`src/rtl/router_pkt_fifo.sv`:
```
// Packet-aware synchronous FIFO for one router output channel. Each stored word
// carries its header (lfd) bit so the read side can re-derive packet boundaries.
module router_pkt_fifo #(
   parameter int WIDTH     = 8,
   parameter int DEPTH     = 16,
   parameter int ADD_WIDTH = 4,
   parameter int AFULL_TH  = 14,
   parameter int AEMPTY_TH = 2
) (
   input  logic                 clock,
   input  logic                 resetn,
   input  logic                 soft_reset,
   input  logic                 write_enb,
   input  logic                 lfd_state,
   input  logic [WIDTH-1:0]     data_in,
   input  logic                 read_enb,
   output logic [WIDTH-1:0]     data_out,
   output logic                 rd_lfd,
   output logic                 pkt_done,
   output logic                 empty,
   output logic                 full,
   output logic                 almost_full,
   output logic                 almost_empty,
   output logic [ADD_WIDTH:0]   count,
   output logic [ADD_WIDTH:0]   pkt_count,
   output logic                 overflow
);

   localparam logic [ADD_WIDTH-1:0] PTR_ONE  = ADD_WIDTH'(1);
   localparam logic [ADD_WIDTH:0]   CNT_ONE  = (ADD_WIDTH+1)'(1);
   localparam logic [ADD_WIDTH:0]   CNT_FULL = (ADD_WIDTH+1)'(DEPTH);
   localparam logic [ADD_WIDTH:0]   AF_TH    = (ADD_WIDTH+1)'(AFULL_TH);
   localparam logic [ADD_WIDTH:0]   AE_TH    = (ADD_WIDTH+1)'(AEMPTY_TH);
   localparam logic [WIDTH-2:0]     REM_ONE  = (WIDTH-1)'(1);

   logic [WIDTH:0]         mem [DEPTH];
   logic [WIDTH:0]         rd_word;

   logic [ADD_WIDTH-1:0]   wr_ptr_q, wr_ptr_d;
   logic [ADD_WIDTH-1:0]   rd_ptr_q, rd_ptr_d;
   logic [ADD_WIDTH:0]     count_q, count_d;
   logic [ADD_WIDTH:0]     pkt_cnt_q, pkt_cnt_d;
   logic [WIDTH-2:0]       wr_rem_q, wr_rem_d;
   logic [WIDTH-2:0]       rd_rem_q, rd_rem_d;
   logic [WIDTH-1:0]       dout_q, dout_d;
   logic                   rd_lfd_q, rd_lfd_d;
   logic                   pkt_done_q, pkt_done_d;
   logic                   ovf_q, ovf_d;

   logic                   wr_acc, rd_acc, pkt_inc, pkt_dec;

   assign empty        = (count_q == '0);
   assign full         = (count_q == CNT_FULL);
   assign almost_full  = (count_q >= AF_TH);
   assign almost_empty = (count_q <= AE_TH);
   assign count        = count_q;
   assign pkt_count    = pkt_cnt_q;
   assign data_out     = dout_q;
   assign rd_lfd       = rd_lfd_q;
   assign pkt_done     = pkt_done_q;
   assign overflow     = ovf_q;

   assign wr_acc  = write_enb && !full && !soft_reset;
   assign rd_acc  = read_enb && !empty && !soft_reset;
   assign rd_word = mem[rd_ptr_q];

   always_comb begin
      wr_ptr_d   = wr_ptr_q;
      rd_ptr_d   = rd_ptr_q;
      count_d    = count_q;
      pkt_cnt_d  = pkt_cnt_q;
      wr_rem_d   = wr_rem_q;
      rd_rem_d   = rd_rem_q;
      dout_d     = dout_q;
      rd_lfd_d   = 1'b0;
      pkt_done_d = 1'b0;
      ovf_d      = ovf_q;
      pkt_inc    = 1'b0;
      pkt_dec    = 1'b0;

      // A header reloads the tracker even mid-packet, abandoning the old one.
      if (wr_acc) begin
         wr_ptr_d = wr_ptr_q + PTR_ONE;
         if (lfd_state) begin
            wr_rem_d = {1'b0, data_in[WIDTH-1:2]} + REM_ONE;
         end else if (wr_rem_q != '0) begin
            wr_rem_d = wr_rem_q - REM_ONE;
            pkt_inc  = (wr_rem_q == REM_ONE);
         end
      end

      if (write_enb && full) ovf_d = 1'b1;

      // Read side replays the same rules on the stored lfd bit and word.
      if (rd_acc) begin
         rd_ptr_d = rd_ptr_q + PTR_ONE;
         dout_d   = rd_word[WIDTH-1:0];
         if (rd_word[WIDTH]) begin
            rd_rem_d = {1'b0, rd_word[WIDTH-1:2]} + REM_ONE;
            rd_lfd_d = 1'b1;
         end else if (rd_rem_q != '0) begin
            rd_rem_d   = rd_rem_q - REM_ONE;
            pkt_done_d = (rd_rem_q == REM_ONE);
            pkt_dec    = (rd_rem_q == REM_ONE) && (pkt_cnt_q != '0);
         end
      end

      case ({wr_acc, rd_acc})
         2'b10:   count_d = count_q + CNT_ONE;
         2'b01:   count_d = count_q - CNT_ONE;
         default: count_d = count_q;
      endcase

      if (pkt_inc && !pkt_dec)      pkt_cnt_d = pkt_cnt_q + CNT_ONE;
      else if (!pkt_inc && pkt_dec) pkt_cnt_d = pkt_cnt_q - CNT_ONE;

      if (soft_reset) begin
         wr_ptr_d   = '0;
         rd_ptr_d   = '0;
         count_d    = '0;
         pkt_cnt_d  = '0;
         wr_rem_d   = '0;
         rd_rem_d   = '0;
         dout_d     = '0;
         rd_lfd_d   = 1'b0;
         pkt_done_d = 1'b0;
         ovf_d      = 1'b0;
      end
   end

   always_ff @(posedge clock or negedge resetn) begin
      if (!resetn) begin
         wr_ptr_q   <= '0;
         rd_ptr_q   <= '0;
         count_q    <= '0;
         pkt_cnt_q  <= '0;
         wr_rem_q   <= '0;
         rd_rem_q   <= '0;
         dout_q     <= '0;
         rd_lfd_q   <= 1'b0;
         pkt_done_q <= 1'b0;
         ovf_q      <= 1'b0;
      end else begin
         wr_ptr_q   <= wr_ptr_d;
         rd_ptr_q   <= rd_ptr_d;
         count_q    <= count_d;
         pkt_cnt_q  <= pkt_cnt_d;
         wr_rem_q   <= wr_rem_d;
         rd_rem_q   <= rd_rem_d;
         dout_q     <= dout_d;
         rd_lfd_q   <= rd_lfd_d;
         pkt_done_q <= pkt_done_d;
         ovf_q      <= ovf_d;
      end
   end

   // Storage is not reset; pointers alone define what is valid.
   always_ff @(posedge clock) begin
      if (wr_acc) mem[wr_ptr_q] <= {lfd_state, data_in};
   end

endmodule

```
`config.mk`:
```
export PLATFORM = sky130hd
export DESIGN_NAME = router_pkt_fifo
export DESIGN_NICKNAME = d
export VERILOG_FILES = /design/src/rtl/router_pkt_fifo.sv
export SDC_FILE = /design/constraint.sdc
export NUM_CORES = 1
export LEC_CHECK = 0
export ABC_AREA = 1
export ABC_CLOCK_PERIOD_IN_PS = 3600
export CELL_PAD_IN_SITES_DETAIL_PLACEMENT = 1
export CELL_PAD_IN_SITES_GLOBAL_PLACEMENT = 1
export CORE_ASPECT_RATIO = 0.8
export CORE_UTILIZATION = 37
export CTS_CLUSTER_DIAMETER = 50
export DETAILED_ROUTE_END_ITERATION = 12
export PLACE_DENSITY = 0.64
export SLEW_MARGIN = 20
export SYNTH_ARGS = -nofsm -noshare
export SYNTH_HDL_FRONTEND = slang
export SYNTH_SLANG_ARGS = --single-unit
```
`constraint.sdc`:
```
create_clock -name clock -period 3.6 [get_ports clock]
set_clock_uncertainty 0.2 [all_clocks]
set_input_delay 0.54 -clock clock [delete_from_list [all_inputs] [get_ports clock]]
set_output_delay 0.54 -clock clock [all_outputs]
set_load 0.02 [all_outputs]
```
======== Word level (Yosys, flattened, before mapping) ========
Memories as Yosys holds them, arrays and structs flattened.
Index checks and enable logic that the tools add are counted.
operators by class
  order comparisons ....................... 2
  add/sub/neg operators ................... 10
  mux-type cells .......................... 36
  reductions and logical operators ........ 26
  equal/unequal tests ..................... 5
operator list
  kind                                                               count
  two-way mux 7 bit                                                  8
  two-way mux 5 bit                                                  4
  two-way mux 1 bit                                                  17
  two-way mux 4 bit                                                  4
  two-way mux 8 bit                                                  2
  adder 6 x 1 -> 7 bit, second input constant                        2
  == test 7 x 1 -> 1 bit, second input constant                      2
  nonzero test 7 bit                                                 2
  subtractor 7 x 1 -> 7 bit, second input constant                   2
  nonzero test 3 bit                                                 4
  adder 5 x 1 -> 5 bit, second input constant                        2
  one-hot mux 5 bit (2 select lines)                                 1
  subtractor 5 x 1 -> 5 bit, second input constant                   2
  adder 4 x 1 -> 4 bit, second input constant                        2
  logical AND 1 bit                                                  8
  nonzero test 2 bit                                                 3
  == test 5 bit, second input constant                               1
  greater-or-equal comparator 5 x 4 -> 1 bit, second input constant  1
  less-or-equal comparator 5 x 2 -> 1 bit, second input constant     1
  zero test 1 bit                                                    5
  zero test 5 bit                                                    1
  nonzero test 5 bit                                                 1
  AND reduction 2 bit                                                2
  == test 2 x 1 -> 1 bit, second input constant                      1
  == test 2 bit, second input constant                               1
storage, ports and cells
  flip-flop bits (word level) ............. 43
  output and inout port bits .............. 25
  word-level logic and storage cells ...... 90
  bits in writable memories ............... 144
  memories ................................ 1
  input port bits ......................... 14
memories
  name  depth  bits a word  rd ports  clocked after memory_dff  wr ports  RTL line  RTL
  mem   16     9            1         0                         1         36        logic [WIDTH:0] mem [DEPTH];

======== Depth between registers and ports, before layout ========
  depth in word-level cells ............... 10
  depth in mapped cells ................... 18
  gate-level depth less buffers ........... 16

======== Worst setup path before layout ========
Ideal clock, no wire load.
  kind .................................... input to register
  from .................................... input port soft_reset
  to ...................................... register count_q[4], in the netlist count[4]
  path buffers ............................ 1
  stages on the path ...................... 12
  data arrival time ....................... 2.411 ns
  library setup time ...................... 0.133 ns
  slack ................................... 0.856 ns
  required time ........................... 3.267 ns
  cells stage by stage .................... buf_2 inv_2 nand3_1 nor2_1 inv_1 fa_1 nor2_1 o21a_1 nor2_1 xor2_1 xor2_1 o22ai_1
between the ends
  longest elaborated chain between the ends .. 5
  elaborated cells between the ends (all ways) .. 8
  those cells by class .................... 2 x eq/ne; 2 x mux; 4 x reduce/logical
ends and longest elaborated chain
  item                                                     RTL line  RTL
  start, declared                                          12        input logic soft_reset,
  zero test 1 bit                                          63, 64
  logical AND 1 bit (on tied branches)                     64, 63
  == test 2 x 1 -> 1 bit or == test 2 bit (tied branches)  108       case ({wr_acc, rd_acc})
  one-hot mux 5 bit (2 select lines)                       108
  two-way mux 5 bit                                        117       if (soft_reset) begin
  end signal, assigned                                     146       count_q <= count_d;
  end, declared                                            41        logic [ADD_WIDTH:0] count_q, count_d;
Parallel ways exist; a longest one is shown, timed or not.
A chain may end at the register's enable or synchronous reset.

======== Worst setup path in the final report ========
  from .................................... register rd_ptr_q[0]
  to ...................................... register pkt_cnt_q[4], in the netlist pkt_count[4]
between the ends
  longest elaborated chain between the ends .. 7
  elaborated cells between the ends (all ways) .. 9
  those cells by class .................... 4 x mux; 4 x reduce/logical; 1 x memory
ends and longest elaborated chain
  item                        RTL line  RTL
  start, declared             40        logic [ADD_WIDTH-1:0] rd_ptr_q, rd_ptr_d;
  start signal, assigned      145       rd_ptr_q <= rd_ptr_d;
  memory read (16 x 9 bit) *  -
  two-way mux 1 bit *         98        if (rd_word[WIDTH]) begin
  two-way mux 1 bit *         95        if (rd_acc) begin
  zero test 1 bit             114       if (pkt_inc && !pkt_dec) pkt_cnt_d = pkt_cnt_q + CNT_ONE;
  logical AND 1 bit           114
  two-way mux 5 bit           114
  two-way mux 5 bit           117
  end signal, assigned        147       pkt_cnt_q <= pkt_cnt_d;
  end, declared               42        logic [ADD_WIDTH:0] pkt_cnt_q, pkt_cnt_d;
Mark *: on every way between the ends. The rest lies on a longest branch, timed or not.

==> flow_summary.ini <==
[synth]
yosys.area_share.simple_pct = 21.1
synthAdderAreaFrac_pct = 3.02
async_reset_ff_share_pct = 23.0
synth.avg_cell_area_um2 = 10.1
syn_area_um2 = 8780
synthDistinctLibCells = 48
seq_area_frac_synth_pct = 61.5
synth_compound_area_share_pct = 7.45
synth_top_family_by_area = simple AND/OR/NAND/NOR gates
syn_nets = 900
ys_warn_count = 0
netlist_instances = 866
synth_edf_count = 144
synth_xor_area_share_pct = 0.898
muxShareOfSynthArea_pct = 0
yosys_register_bits = 187
synth_ff_type = edfxtp_1

[die]
initial_core_util_pct = 37.6
chipWidth_um = 174
num_rows = 50
io_pins = 39
fp.dieArea_um2 = 24400
design.core.area_um2 = 23300
die_height_um = 140

[flow_run]
cap_violations = 0

[drt]
wl_per_cell_um = 19.3
dr.pass1.iters = 4
drc = 0
antenna_left = 0
drt_wl_total_mm = 24.4
wl_met3_mm = 1.12
route.met2.wl_mm = 10.7
met1_length_mm = 12.3
vias_per_cell = 5.09
drt_iter0_markers = 501
top_layer_used = met4
num_vias = 6434

[setup_path]
r2r-start = rd_ptr_q[0]$_DFFE_PN0P_
cp_num_buf_inv = 2
critPathMaxFanout = 22
worstSetupStartpointType = register
worstPathRequired_ns = 3.74
path_cells = inv_4 -> nand2_1 -> nand3_2 -> nand2_1 -> nor2_1 -> nand2_2 -> nand4_2 -> nand2_1 -> ha_1 -> inv_1 -> o21bai_1 -> a31oi_1 -> nand3_1 -> nand3_1 -> nand2_1
criticalPathCategory = register to register
cpLargestDelayFamily = simple AND/OR/NAND/NOR gates
worstPathArrival_ns = 3.28
max_stage_delay_ns = 0.59
reg2reg_setup_slack_ns = 0.46
timing.rr.end = pkt_count[4]$_DFFE_PN0P_
r2r_cells = 15
crit_slowest_cell = dfrtp_2
startpoint = rd_ptr_q[0]$_DFFE_PN0P_
crit_top_cell = nand2_1
cp-end-kind = register

[worst_hold_path]
hp-class = register to register
min_path_cells = 2
min_from = data_out[5]$_DFFE_PN0P_
hold_end = data_out[5]$_DFFE_PN0P_

[finish]
multi_input_area_um2 = 2850
areaGrowthSynthToFinish_pct = 16.3
register_area_um2 = 5400
final_core_util_pct = 43.8
fill_cells = 2612
antennaDiodeCount = 0
drive_gt1_share_pct = 11.3
fin_nets = 972

[power]
irDropWorstVdd_mv = 0.363
leakagePower_uw = 0.00410
p_per_area_nw_per_um2 = 658

[global_routing]
antenna_found_initial = 0
gr-total-overflow = 0
grt_first_pass_wirelength_mm = 38.6
grt_usage_pct = 21.2
grt_pass1_vias = 6731
grt_max_degree = 30

[clocking]
cts_max_path_buffers = 2
numCtsBuffers = 17
clk_pin_slew_ns = 0.07
clk_latency_ns = 0.45
cts_tree = done
ctsResizeCount = 0
cts_max_level = 4
clockRootBuffer = clkbuf_16
numClockSinks = 187

[timing]
slew_headroom_pct = 55.8
maxSlewViolCount = 0
setup_violations = 0
finalCriticalPeriod_ns = 3.14
rsz0062_at_grt = false
setup_ws_ns = 0.464
post-route-period-util_pct = 87.1
max_freq_ghz = 0.319
finalHoldViolations = 0
timing.hold.ws_ns = 0.316
tns_ns = 0
worst_slew_pin_slew_ns = 0.660

[status]
status = complete, no violations

[place]
dp_worst_setup_slack_ns = 0.264
dpl.hpwl_mm = 17.0
gp_congestion = 0.823
numPortBuffers = 38
-- worst max path at each step --
stage / slack, ns / endpoint / depth (start not counted)
floorplan: 0.86 / count[4]$_DFFE_PN0P_ / 12
global placement: 0.42 / pkt_count[4]$_DFFE_PN0P_ / 12
detailed placement: 0.26 / pkt_count[4]$_DFFE_PN0P_ / 13
CTS: 0.47 / pkt_count[4]$_DFFE_PN0P_ / 15
global route: 0.20 / pkt_count[4]$_DFFE_PN0P_ / 16
finish: 0.46 / pkt_count[4]$_DFFE_PN0P_ / 15
-- synthesized netlist by cell type, types with 2 or more instances --
library cell | number | area share, %
o211ai_1 | 5 | 0.43
ha_1 | 18 | 2.6
nor2_1 | 96 | 4.1
xnor2_1 | 3 | 0.30
edfxtp_1 | 144 | 49
nand3_1 | 69 | 3.9
inv_4 | 2 | 0.14
nand2_1 | 218 | 9.3
nand4_2 | 2 | 0.28
buf_8 | 2 | 0.34
o21ai_1 | 9 | 0.51
nand2_4 | 3 | 0.38
o22ai_1 | 11 | 0.78
nand4_1 | 6 | 0.43
inv_1 | 68 | 2.9
buf_4 | 7 | 0.60
nor2_2 | 3 | 0.21
buf_2 | 6 | 0.34
inv_2 | 4 | 0.17
clkbuf_1 | 4 | 0.17
o221ai_1 | 2 | 0.20
buf_6 | 8 | 1.0
o31ai_1 | 2 | 0.17
nand2_2 | 9 | 0.64
xor2_1 | 6 | 0.60
nor3_1 | 15 | 0.86
buf_1 | 2 | 0.086
a21oi_1 | 26 | 1.5
o21ai_0 | 51 | 2.9
dfrtp_1 | 43 | 12
fa_1 | 2 | 0.46
a31oi_1 | 3 | 0.21
nand3_2 | 2 | 0.23
-- cell type report --
cell class,count,area share [%]
Clock buffer,18,4.20
Clock inverter,14,1.26
Inverter,76,2.96
Multi-Input combinational cell,574,27.9
Sequential cell,187,52.9
Tap cell,312,3.82
Timing Repair Buffer,82,6.93
-- report_power, final --
group / switching (uW) / internal, uW / total [uW]
sequential: 159 / 2470 / 2630
clock: 903 / 914 / 1820
combinational: 1530 / 748 / 2270
total: 2590 / 4130 / 6720
-- cells in the final DEF (no fill, tap or decap), types with 17 or more instances in the layout --
cell type	synthesis	routed
nor2_1	96	96
dfrtp_1	43	42
inv_1	68	68
edfxtp_1	144	144
clkdlybuf4s50_1	0	37
buf_4	7	43
a21oi_1	26	26
ha_1	18	18
o21ai_0	51	51
nand3_1	69	69
clkbuf_16	0	17
nand2_1	218	218
-- logic make-up after synthesis --
logic type,count (synthesis)
AO/OA/AOI/OAI,117
XOR/XNOR,9
adder cells (fa/ha/maj),20
buffers and inverters,105
flip-flops,187
AND/OR/NAND/NOR,428
-- tightest hold or removal path, stage by stage, from the launching register on --
cell and delay [ns]:
dfrtp_1 0.34, nand3_1 0.07, o21ai_0 0.07
-- timing repair --
item                      4_1_cts  5_1_grt
setup buffers                   0        0
hold endpoints to repair       14        0
hold buffers                    1        0
-- per-stage QoR --
step | std cells | power (uW) | cell area [um^2]
after floorplan | 866 | 4130 | 8780
after global placement | 1230 | 4920 | 9640
after detailed placement | 1230 | 4960 | 9640
after CTS | 1263 | 6780 | 10200
after global routing | 1263 | 7120 | 10200
final | 1263 | 6720 | 10200
-- flip-flops by register name (all words and copies together) (netlist names) --
name,flops
mem,144
data_out,8
rd_rem_q,7
wr_rem_q,7
count,5
pkt_count,5
rd_ptr_q,4
wr_ptr_q,4
overflow,1
pkt_done,1
rd_lfd,1
-- per-layer routing --
layer	vias up	track usage (%)
met5	-	0
met4	0	5.49
met3	20	4.02
met2	121	31.5
met1	3211	31.7
li1	3082	-
Power figures use the tool's default switching activity.
